`src/rtl/seven_seg_mux_driver.sv`:
```
// Time-multiplexed common-anode seven-segment driver.
// A load strobe captures a packed hex value into a shadow register.
// The shadow value moves to the display only at a frame boundary, so a frame never tears.
// Each digit slot starts with a dark dead-time window to suppress ghosting.
module seven_seg_mux_driver #(
  parameter int unsigned NUM_DIGITS          = 2,
  parameter int unsigned REFRESH_DIV         = 24000,
  parameter int unsigned DEAD_CYCLES         = 64,
  parameter bit          ANODE_ACTIVE_LOW    = 1'b1,
  parameter bit          BLANK_LEADING_ZEROS = 1'b0,
  localparam int unsigned IdxW = (NUM_DIGITS > 1) ? $clog2(NUM_DIGITS) : 1
) (
  input  logic                    clk_i,
  input  logic                    rst_ni,
  input  logic [4*NUM_DIGITS-1:0] value_i,
  input  logic                    load_i,
  input  logic                    enable_i,
  output logic [6:0]              segments_o,
  output logic [NUM_DIGITS-1:0]   anodes_o,
  output logic [IdxW-1:0]         digit_idx_o,
  output logic                    frame_done_o
);

  localparam int unsigned PreW = $clog2(REFRESH_DIV);
  localparam int unsigned DigW = 4 * NUM_DIGITS;

  localparam logic [PreW-1:0]       PreLast  = PreW'(REFRESH_DIV - 1);
  localparam logic [PreW-1:0]       DeadEnd  = PreW'(DEAD_CYCLES);
  localparam logic [IdxW-1:0]       IdxLast  = IdxW'(NUM_DIGITS - 1);
  localparam logic [6:0]            SegBlank = 7'b1111111;
  localparam logic [NUM_DIGITS-1:0] AnOff    = {NUM_DIGITS{ANODE_ACTIVE_LOW}};

  typedef enum logic {StDead, StOn} phase_e;

  // Active-low {a,b,c,d,e,f,g} pattern for one hex digit.
  function automatic logic [6:0] hex_to_seg(input logic [3:0] d);
    logic [6:0] s;
    unique case (d)
      4'h0: s = 7'b0000001;
      4'h1: s = 7'b1001111;
      4'h2: s = 7'b0010010;
      4'h3: s = 7'b0000110;
      4'h4: s = 7'b1001100;
      4'h5: s = 7'b0100100;
      4'h6: s = 7'b0100000;
      4'h7: s = 7'b0001111;
      4'h8: s = 7'b0000000;
      4'h9: s = 7'b0000100;
      4'hA: s = 7'b0001000;
      4'hB: s = 7'b1100000;
      4'hC: s = 7'b0110001;
      4'hD: s = 7'b1000010;
      4'hE: s = 7'b0110000;
      4'hF: s = 7'b0111000;
      default: s = SegBlank;
    endcase
    return s;
  endfunction

  logic [PreW-1:0]       prescaler_q, prescaler_d;
  logic [IdxW-1:0]       digit_idx_q, digit_idx_d;
  logic [DigW-1:0]       shadow_q, shadow_d;
  logic                  pending_q, pending_d;
  logic [DigW-1:0]       display_q, display_d;
  logic [6:0]            segments_q, segments_d;
  logic [NUM_DIGITS-1:0] anodes_q, anodes_d;
  logic                  frame_done_q, frame_done_d;

  phase_e                phase;
  logic                  slot_end;
  logic                  boundary;
  logic [NUM_DIGITS-1:0] blank;
  logic [NUM_DIGITS-1:0] onehot;
  logic [3:0]            cur_digit;

  // Slot phase and frame-boundary decode from the scan counters.
  always_comb begin
    phase    = (prescaler_q < DeadEnd) ? StDead : StOn;
    slot_end = (prescaler_q == PreLast);
    boundary = enable_i && slot_end && (digit_idx_q == IdxLast);
  end

  // Leading-zero mask: digit i blanks when it and every higher digit are zero; digit 0 never blanks.
  always_comb begin
    logic upper_zero;
    upper_zero = 1'b1;
    blank      = '0;
    for (int i = int'(NUM_DIGITS) - 1; i >= 0; i--) begin
      upper_zero = upper_zero & (display_q[4*i +: 4] == 4'h0);
      blank[i]   = BLANK_LEADING_ZEROS && (i > 0) && upper_zero;
    end
  end

  // Shadow capture and tear-free transfer to the display register.
  always_comb begin
    shadow_d  = shadow_q;
    pending_d = pending_q;
    display_d = display_q;
    if (load_i) begin
      shadow_d  = value_i;
      pending_d = 1'b1;
    end
    if (boundary) begin
      // A load landing on the boundary cycle wins over an older pending value.
      if (load_i) begin
        display_d = value_i;
      end else if (pending_q) begin
        display_d = shadow_q;
      end
      pending_d = 1'b0;
    end
  end

  // Scan counters advance only while enabled; disabling freezes the slot in place.
  always_comb begin
    prescaler_d = prescaler_q;
    digit_idx_d = digit_idx_q;
    if (enable_i) begin
      if (slot_end) begin
        prescaler_d = '0;
        digit_idx_d = (digit_idx_q == IdxLast) ? '0 : digit_idx_q + IdxW'(1);
      end else begin
        prescaler_d = prescaler_q + PreW'(1);
      end
    end
  end

  // Next output register value: dark in dead time or when disabled, else the current digit.
  always_comb begin
    onehot              = '0;
    onehot[digit_idx_q] = 1'b1;
    cur_digit           = display_q[{digit_idx_q, 2'b00} +: 4];
    segments_d          = SegBlank;
    anodes_d            = AnOff;
    frame_done_d        = 1'b0;
    if (enable_i) begin
      frame_done_d = boundary;
      if (phase == StOn) begin
        anodes_d   = ANODE_ACTIVE_LOW ? ~onehot : onehot;
        segments_d = blank[digit_idx_q] ? SegBlank : hex_to_seg(cur_digit);
      end
    end
  end

  // State and output registers.
  always_ff @(posedge clk_i or negedge rst_ni) begin
    if (!rst_ni) begin
      prescaler_q  <= '0;
      digit_idx_q  <= '0;
      shadow_q     <= '0;
      pending_q    <= 1'b0;
      display_q    <= '0;
      segments_q   <= SegBlank;
      anodes_q     <= AnOff;
      frame_done_q <= 1'b0;
    end else begin
      prescaler_q  <= prescaler_d;
      digit_idx_q  <= digit_idx_d;
      shadow_q     <= shadow_d;
      pending_q    <= pending_d;
      display_q    <= display_d;
      segments_q   <= segments_d;
      anodes_q     <= anodes_d;
      frame_done_q <= frame_done_d;
    end
  end

  assign segments_o   = segments_q;
  assign anodes_o     = anodes_q;
  assign digit_idx_o  = digit_idx_q;
  assign frame_done_o = frame_done_q;

endmodule

```
`config.mk`:
```
export PLATFORM = sky130hd
export DESIGN_NAME = seven_seg_mux_driver
export DESIGN_NICKNAME = d
export VERILOG_FILES = /design/src/rtl/seven_seg_mux_driver.sv
export SDC_FILE = /design/constraint.sdc
export NUM_CORES = 1
export LEC_CHECK = 0
export BUFFER_PORTS_ARGS = -buffer_cell sky130_fd_sc_hd__buf_2
export CORE_ASPECT_RATIO = 1.2
export CORE_MARGIN = 2
export CORE_UTILIZATION = 46
export CTS_BUF_LIST = sky130_fd_sc_hd__clkbuf_4 sky130_fd_sc_hd__clkbuf_8
export CTS_CLUSTER_SIZE = 10
export DETAILED_ROUTE_END_ITERATION = 16
export HOLD_SLACK_MARGIN = 0.1
export PLACE_DENSITY = 0.73
export SETUP_SLACK_MARGIN = 0.2
export SKIP_CTS_REPAIR_TIMING = 1
export SYNTH_ARGS = -nofsm -noshare
export SYNTH_HDL_FRONTEND = slang
export SYNTH_SLANG_ARGS = --single-unit
```
`constraint.sdc`:
```
create_clock -name clk_i -period 2.8 [get_ports clk_i]
set_input_delay 0.28 -clock clk_i [delete_from_list [all_inputs] [get_ports clk_i]]
set_output_delay 0.28 -clock clk_i [all_outputs]
set_load 0.01 [all_outputs]
```
==> results of run 1 <==
==> cell type report <==
type,count,area (µm²),area share (%)
Clock buffer,8,91.3,3.95
Timing Repair Buffer,24,125,5.41
Inverter,5,18.8,0.812
Sequential cell,43,1090,47.0
Tap cell,56,70.1,3.03
Multi-Input combinational cell,117,920,39.8
==> where the power goes <==
group          switching (µW)  total [µW]  internal, µW
clock network             193         400           206
registers                59.7         744           685
logic                    75.5         139          63.9
total                     329        1280           955
==> worst min-delay path by stage <==
stage / startpoint / endpoint / slack [ps] / cells after the start
CTS: rst_ni / prescaler_q[0]$_DFFE_PN0P_ / 160 / 1
finish: rst_ni / prescaler_q[1]$_DFFE_PN0P_ / 130 / 1
global placement: rst_ni / prescaler_q[0]$_DFFE_PN0P_ / 460 / 1
detailed placement: rst_ni / prescaler_q[0]$_DFFE_PN0P_ / 480 / 1
global route: rst_ni / prescaler_q[0]$_DFFE_PN0P_ / 200 / 1
floorplan: rst_ni / digit_idx_o$_DFFE_PN0N_ / -20 / 0
==> worst max-delay path: stages, from the launching register on <==
cell,delay [ps]
dfrtp_1,620
mux2i_1,490
inv_1,170
ha_1,260
mux4_2,450
nand2b_1,150
==> per-stage QoR <==
step / setup WS (ps) / util, % / hold WS [ps] / instances / power (µW)
detailed placement: 557 / 52.1 / 476 / 245 / 898
global placement: 720 / 52.1 / 462 / 245 / 892
global route: 341 / 54.3 / 202 / 253 / 1360
CTS: 516 / 54.3 / 156 / 253 / 1300
floorplan: 596 / - / -15.6 / 169 / 837
finish: 568 / 54.3 / 126 / 253 / 1280
==> layer usage <==
metal  vias to the layer above  part of all wire, %  global-route usage, %
met3                         6                  3.3                   5.13
met1                       699                   42                   20.6
met2                        22                   53                   29.6
met4                         0                  1.8                   6.60
met5                         -                    0                      0
li1                        661                    -                      -
==> state kept, by name, indices dropped and copies added (netlist names) <==
| name | cells |
|---|---|
| anodes_o | 2 |
| digit_idx_o | 1 |
| display_q | 8 |
| frame_done_o | 1 |
| pending_q | 1 |
| prescaler_q | 15 |
| segments_o | 7 |
| shadow_q | 8 |
==> cell families after synthesis <==
family | count (synthesis) | synth area share, %
fa+ha+maj | 7 | 4.29
mux | 24 | 13.5
compound gates | 15 | 5.03
simple gates | 58 | 16.7
buf+inv | 9 | 1.66
flops | 43 | 53.3
xor+xnor | 13 | 5.58
==> placed cells by master, fill, tap and decap left out, types with 4 or more instances in the layout <==
| cell type | count |
|---|---|
| dfrtp_1 | 34 |
| ha_1 | 7 |
| nand3_1 | 8 |
| inv_1 | 5 |
| o21ai_0 | 5 |
| nand2_1 | 11 |
| mux2i_1 | 5 |
| clkbuf_8 | 5 |
| xor2_1 | 5 |
| xnor2_1 | 8 |
| nor2_1 | 11 |
| o221ai_1 | 4 |
| dfstp_2 | 9 |
| nand4_1 | 7 |
| mux2_2 | 18 |
| buf_2 | 22 |
==> results.sh, run 1 <==
export IMPL_ys_flop_type="dfrtp_1"
export IMPL_outcome="completed"
export IMPL_vias=1388
export IMPL_slew_headroom_pct=37.5
export IMPL_wirelength_um=3710
export IMPL_synthTopCellsByCount="dfrtp_1, mux2_2, nand2_1, nor2_1, dfstp_2"
export IMPL_netlist_instances=169
export IMPL_p_per_area_nw_per_um2=555
export IMPL_wl_per_cell_um=14.6
export IMPL_chipHeight_um=77.0
export IMPL_slew_viol_final=0
export IMPL_crit_path_max_fanout=11
export IMPL_fp_row_count=26
export IMPL_grt_usage_pct=17.4
export IMPL_cp_arrival_ps=2440
export IMPL_avgSynthCellArea_um2=12.1
export IMPL_setup_viol=0
export IMPL_place_gp_congestion=0.876
export IMPL_grt_overflow=0
export IMPL_ff2ff_path_depth=5
export IMPL_grt_pass1_vias=1447
export IMPL_yosysSeqAreaShare_pct=53.3
export IMPL_hold_class="input pin to async pin"
export IMPL_drc=0
export IMPL_critical_path_class="flip-flop to flip-flop"
export IMPL_cts_sinks=43
export IMPL_cts_buffers=5
export IMPL_io_buffers=22
export IMPL_endpoint="segments_o[3]$_DFF_PN1_"
export IMPL_ant_nets=0
export IMPL_synth_edff_count=0
export IMPL_netlist_area_leader_share_pct=41.7
export IMPL_fin_crit_ps=2230
export IMPL_clk_pin_slew_ps=80
export IMPL_synthTopCellsByArea="dfrtp_1, dfstp_2, mux2_2, ha_1, xnor2_1"
export IMPL_antenna_found_initial=0
export IMPL_initialDrtViolationCount=128
export IMPL_hold_violations=0
export IMPL_grt_setup_unrepaired="false"
export IMPL_dp_hpwl_um=2650
export IMPL_areaGrowthSynthToFinish_pct=13.3
export IMPL_crit_required_ps=3010
export IMPL_drive_gt1_share_pct=33.0
export IMPL_final_setup_tns_ps=0
export IMPL_grt_pass1_wl_um=6710
export IMPL_die_w_um=64.8
export IMPL_end_kind="flip-flop"
export IMPL_die_area_um2=4990
export IMPL_drv_cap=0
export IMPL_synth_cell_type_count=33
export IMPL_final_cell_area_um2=2310
export IMPL_grt_max_degree=44
export IMPL_ys_ff_latch=43
export IMPL_start_util_pct=47.9
export IMPL_timing_rr_end="segments_o[3]$_DFF_PN1_"
export IMPL_finClkSkew_ps=6.96
export IMPL_synth_top_cell_by_area="dfrtp_1"
export IMPL_worst_slew_pin_slew_ps=938
export IMPL_dpl_cell_area_um2=2220
export IMPL_yosysWarnings=0
export IMPL_r2r_slack_ps=570
export IMPL_synthArstFlopShare_pct=100
export IMPL_cts_tree="yes"
export IMPL_htreeDepth=2
export IMPL_p_leak_uw=0.00106
export IMPL_clk_latency_ps=290
export IMPL_fillers=377
export IMPL_cts_root_buf="clkbuf_8"
export IMPL_worst_setup_path_start_kind="flip-flop"
export IMPL_ir_drop_mv=0.340
export IMPL_synth_net_count=188
export IMPL_finalCritPeriodShare_pct=79.7
export IMPL_fmax_mhz=448
export IMPL_clock_path_buffers=2
export IMPL_antenna_cells=0
export IMPL_first_pass_iters=4
export IMPL_ioPinCount=23
export IMPL_rr_startpoint="digit_idx_o$_DFFE_PN0N_"
export IMPL_yosysMostFrequentCell="dfrtp_1"
export IMPL_viasPerCell=5.49
export IMPL_core_region_area_um2=4260
export IMPL_crit_start="digit_idx_o$_DFFE_PN0N_"
export IMPL_nets=215
export IMPL_syn_cell_area_um2=2040
Note: power is estimated with default switching activity, not from simulation.
==> run 2, diff against run 1 <==
--- a/config.mk
+++ b/config.mk
@@ -5,6 +5,7 @@
 export SDC_FILE = /design/constraint.sdc
 export NUM_CORES = 1
 export LEC_CHECK = 0
+export ABC_AREA = 1
 export BUFFER_PORTS_ARGS = -buffer_cell sky130_fd_sc_hd__buf_2
 export CORE_ASPECT_RATIO = 1.2
 export CORE_MARGIN = 2
==> constraint.sdc (replaced) <==
create_clock -name clk_i -period 2.12 [get_ports clk_i]
set_input_delay 0.212 -clock clk_i [delete_from_list [all_inputs] [get_ports clk_i]]
set_output_delay 0.212 -clock clk_i [all_outputs]
set_load 0.01 [all_outputs]
==> results.sh, run 2 <==
export IMPL_outcome="completed"
export IMPL_slew_headroom_pct=60.2
export IMPL_yosysSeqAreaShare_pct=45.9
export IMPL_grt_pass1_wl_um=8110
export IMPL_fin_util_pct=53.8
export IMPL_clk_latency_ps=290
export IMPL_avgSynthCellArea_um2=7.85
export IMPL_dp_hpwl_um=3510
export IMPL_reg_top3="prescaler_q (15), display_q (8), shadow_q (8)"
export IMPL_whs_ps=263
export IMPL_netlist_instances=302
export IMPL_final_setup_tns_ps=0
export IMPL_clock_path_buffers=2
export IMPL_synth_net_count=321
export IMPL_antenna_cells=0
export IMPL_first_pass_iters=4
export IMPL_yosysWarnings=0
export IMPL_start_util_pct=48.0
export IMPL_p_per_area_nw_per_um2=743
export IMPL_fin_crit_ps=1660
export IMPL_synth_edff_count=0
export IMPL_p_leak_uw=0.00141
export IMPL_end_kind="flip-flop"
export IMPL_synthArstFlopShare_pct=100
export IMPL_hold_violations=0
export IMPL_fmax_mhz=602
export IMPL_drive_gt1_share_pct=20.9
export IMPL_layout_commonest_cell="nand2_1"
export IMPL_vias=1932
export IMPL_setup_viol=0
export IMPL_worst_slew_pin_slew_ps=597
export IMPL_areaGrowthSynthToFinish_pct=12.2
export IMPL_ys_ff_latch=43
export IMPL_die_area_um2=5740
export IMPL_ir_drop_mv=0.525
export IMPL_layoutNonFillerInstCount=390
export IMPL_crit_required_ps=2320
export IMPL_yosysMostFrequentCell="nand2_1"
export IMPL_cts_root_buf="clkbuf_8"
export IMPL_ff2ff_path_depth=7
export IMPL_largest_reg_flops=15
export IMPL_wl_per_cell_um=12.0
export IMPL_wirelength_um=4680
export IMPL_place_gp_congestion=0.873
export IMPL_slew_viol_final=0
export IMPL_worstHoldPathCells=4
export IMPL_drc=0
export IMPL_grt_pass1_vias=1917
export IMPL_netlist_area_leader_share_pct=35.9
export IMPL_r2r_slack_ps=460
export IMPL_finalCritPeriodShare_pct=78.4
export IMPL_drv_cap=0
export IMPL_initialDrtViolationCount=124
export IMPL_most_common_layout_cells="nand2_1, inv_1, dfrtp_1"
export IMPL_synthTopCellsByArea="dfrtp_1, nand2_1, dfstp_2, inv_1, nor2_1"
export IMPL_io_buffers=22
export IMPL_synth_cell_type_count=34
export IMPL_synthTopCellsByCount="nand2_1, inv_1, dfrtp_1"
export IMPL_ioPinCount=23
export IMPL_cts_sinks=43
export IMPL_grt_overflow=0
export IMPL_place_inst=381
export IMPL_nets=348
export IMPL_finClkSkew_ps=10.1
export IMPL_ant_nets=0
export IMPL_critical_path_class="flip-flop to flip-flop"
export IMPL_grt_usage_pct=17.9
export IMPL_htreeDepth=2
export IMPL_hold_class="input pin to flip-flop"
export IMPL_chipHeight_um=82.6
export IMPL_cts_buffers=5
export IMPL_die_w_um=69.5
export IMPL_core_region_area_um2=4940
export IMPL_fillers=479
export IMPL_grt_max_degree=18
export IMPL_final_cell_area_um2=2660
export IMPL_antenna_found_initial=0
export IMPL_crit_path_max_fanout=12
export IMPL_ys_flop_type="dfrtp_1"
export IMPL_fp_row_count=28
export IMPL_worst_setup_path_start_kind="flip-flop"
export IMPL_clk_pin_slew_ps=80
export IMPL_viasPerCell=4.95
export IMPL_syn_cell_area_um2=2370
export IMPL_synth_top_cell_by_area="dfrtp_1"
export IMPL_grt_setup_unrepaired="false"
export IMPL_cts_tree="yes"
export IMPL_largest_register="prescaler_q"
export IMPL_cp_arrival_ps=1860
export IMPL_dpl_cell_area_um2=2530
[run 2: final cells by class]
class                   instances  area (µm²)  area share [%]
inverters                      55         206            7.76
clock inverters                 1        30.0            1.13
repair buffers                 27         150            5.65
well taps                      60        75.1            2.82
clock buffers                   7        83.8            3.15
multi-input cells             197        1030            38.6
flip-flops and latches         43        1090            40.9
[run 2: path summary, 6_finish.rpt]
| kind | end | start |
|---|---|---|
| max reg2reg | segments_o[3]$_DFF_PN1_ | digit_idx_o$_DFFE_PN0N_ |
| max | segments_o[3]$_DFF_PN1_ | digit_idx_o$_DFFE_PN0N_ |
| max in group asynchronous | segments_o[3]$_DFF_PN1_ | rst_ni |
| min reg2reg | shadow_q[0]$_DFFE_PN0P_ | shadow_q[0]$_DFFE_PN0P_ |
| min in group asynchronous | prescaler_q[9]$_DFFE_PN0P_ | rst_ni |
| min | shadow_q[7]$_DFFE_PN0P_ | value_i[7] |
[run 2: logic make-up after synthesis]
kind of cell	count (synthesis)	synth area share [%]
AO/OA/AOI/OAI	28	6.60
XOR/XNOR	3	1.11
adder cells (fa/ha/maj)	7	3.70
buffers and inverters	62	11.0
flip-flops	43	45.9
AND/OR/NAND/NOR	159	31.7
[run 2: critical path: stages (launching register included)]
cell     delay, ps
dfrtp_1        510
o21ai_2        340
inv_1          120
ha_1           230
nand2_1        100
o21ai_0        110
nand2_1         80
nand3_1         70
[run 2: per-layer routing]
layer | global-route usage [%] | vias up | routed length [µm]
met4 | 7.25 | 0 | 33
met5 | 0 | - | 0
met1 | 19.3 | 910 | 1980
met2 | 34.0 | 28 | 2550
met3 | 4.13 | 4 | 112
li1 | - | 990 | -
[run 2: power breakdown]
| group | switching [µW] | internal [µW] | total [µW] |
|---|---|---|---|
| Clock | 269 | 378 | 647 |
| Combinational | 213 | 118 | 331 |
| Sequential | 89.7 | 908 | 998 |
| Total | 571 | 1400 | 1980 |
[run 2: through the flow]
step / power, µW / setup WS [ps]
5_1_grt: 2100 / 331
6_report: 1980 / 458
2_1_floorplan: 1240 / 408
3_3_place_gp: 1330 / 497
3_5_place_dp: 1340 / 361
4_1_cts: 1990 / 346
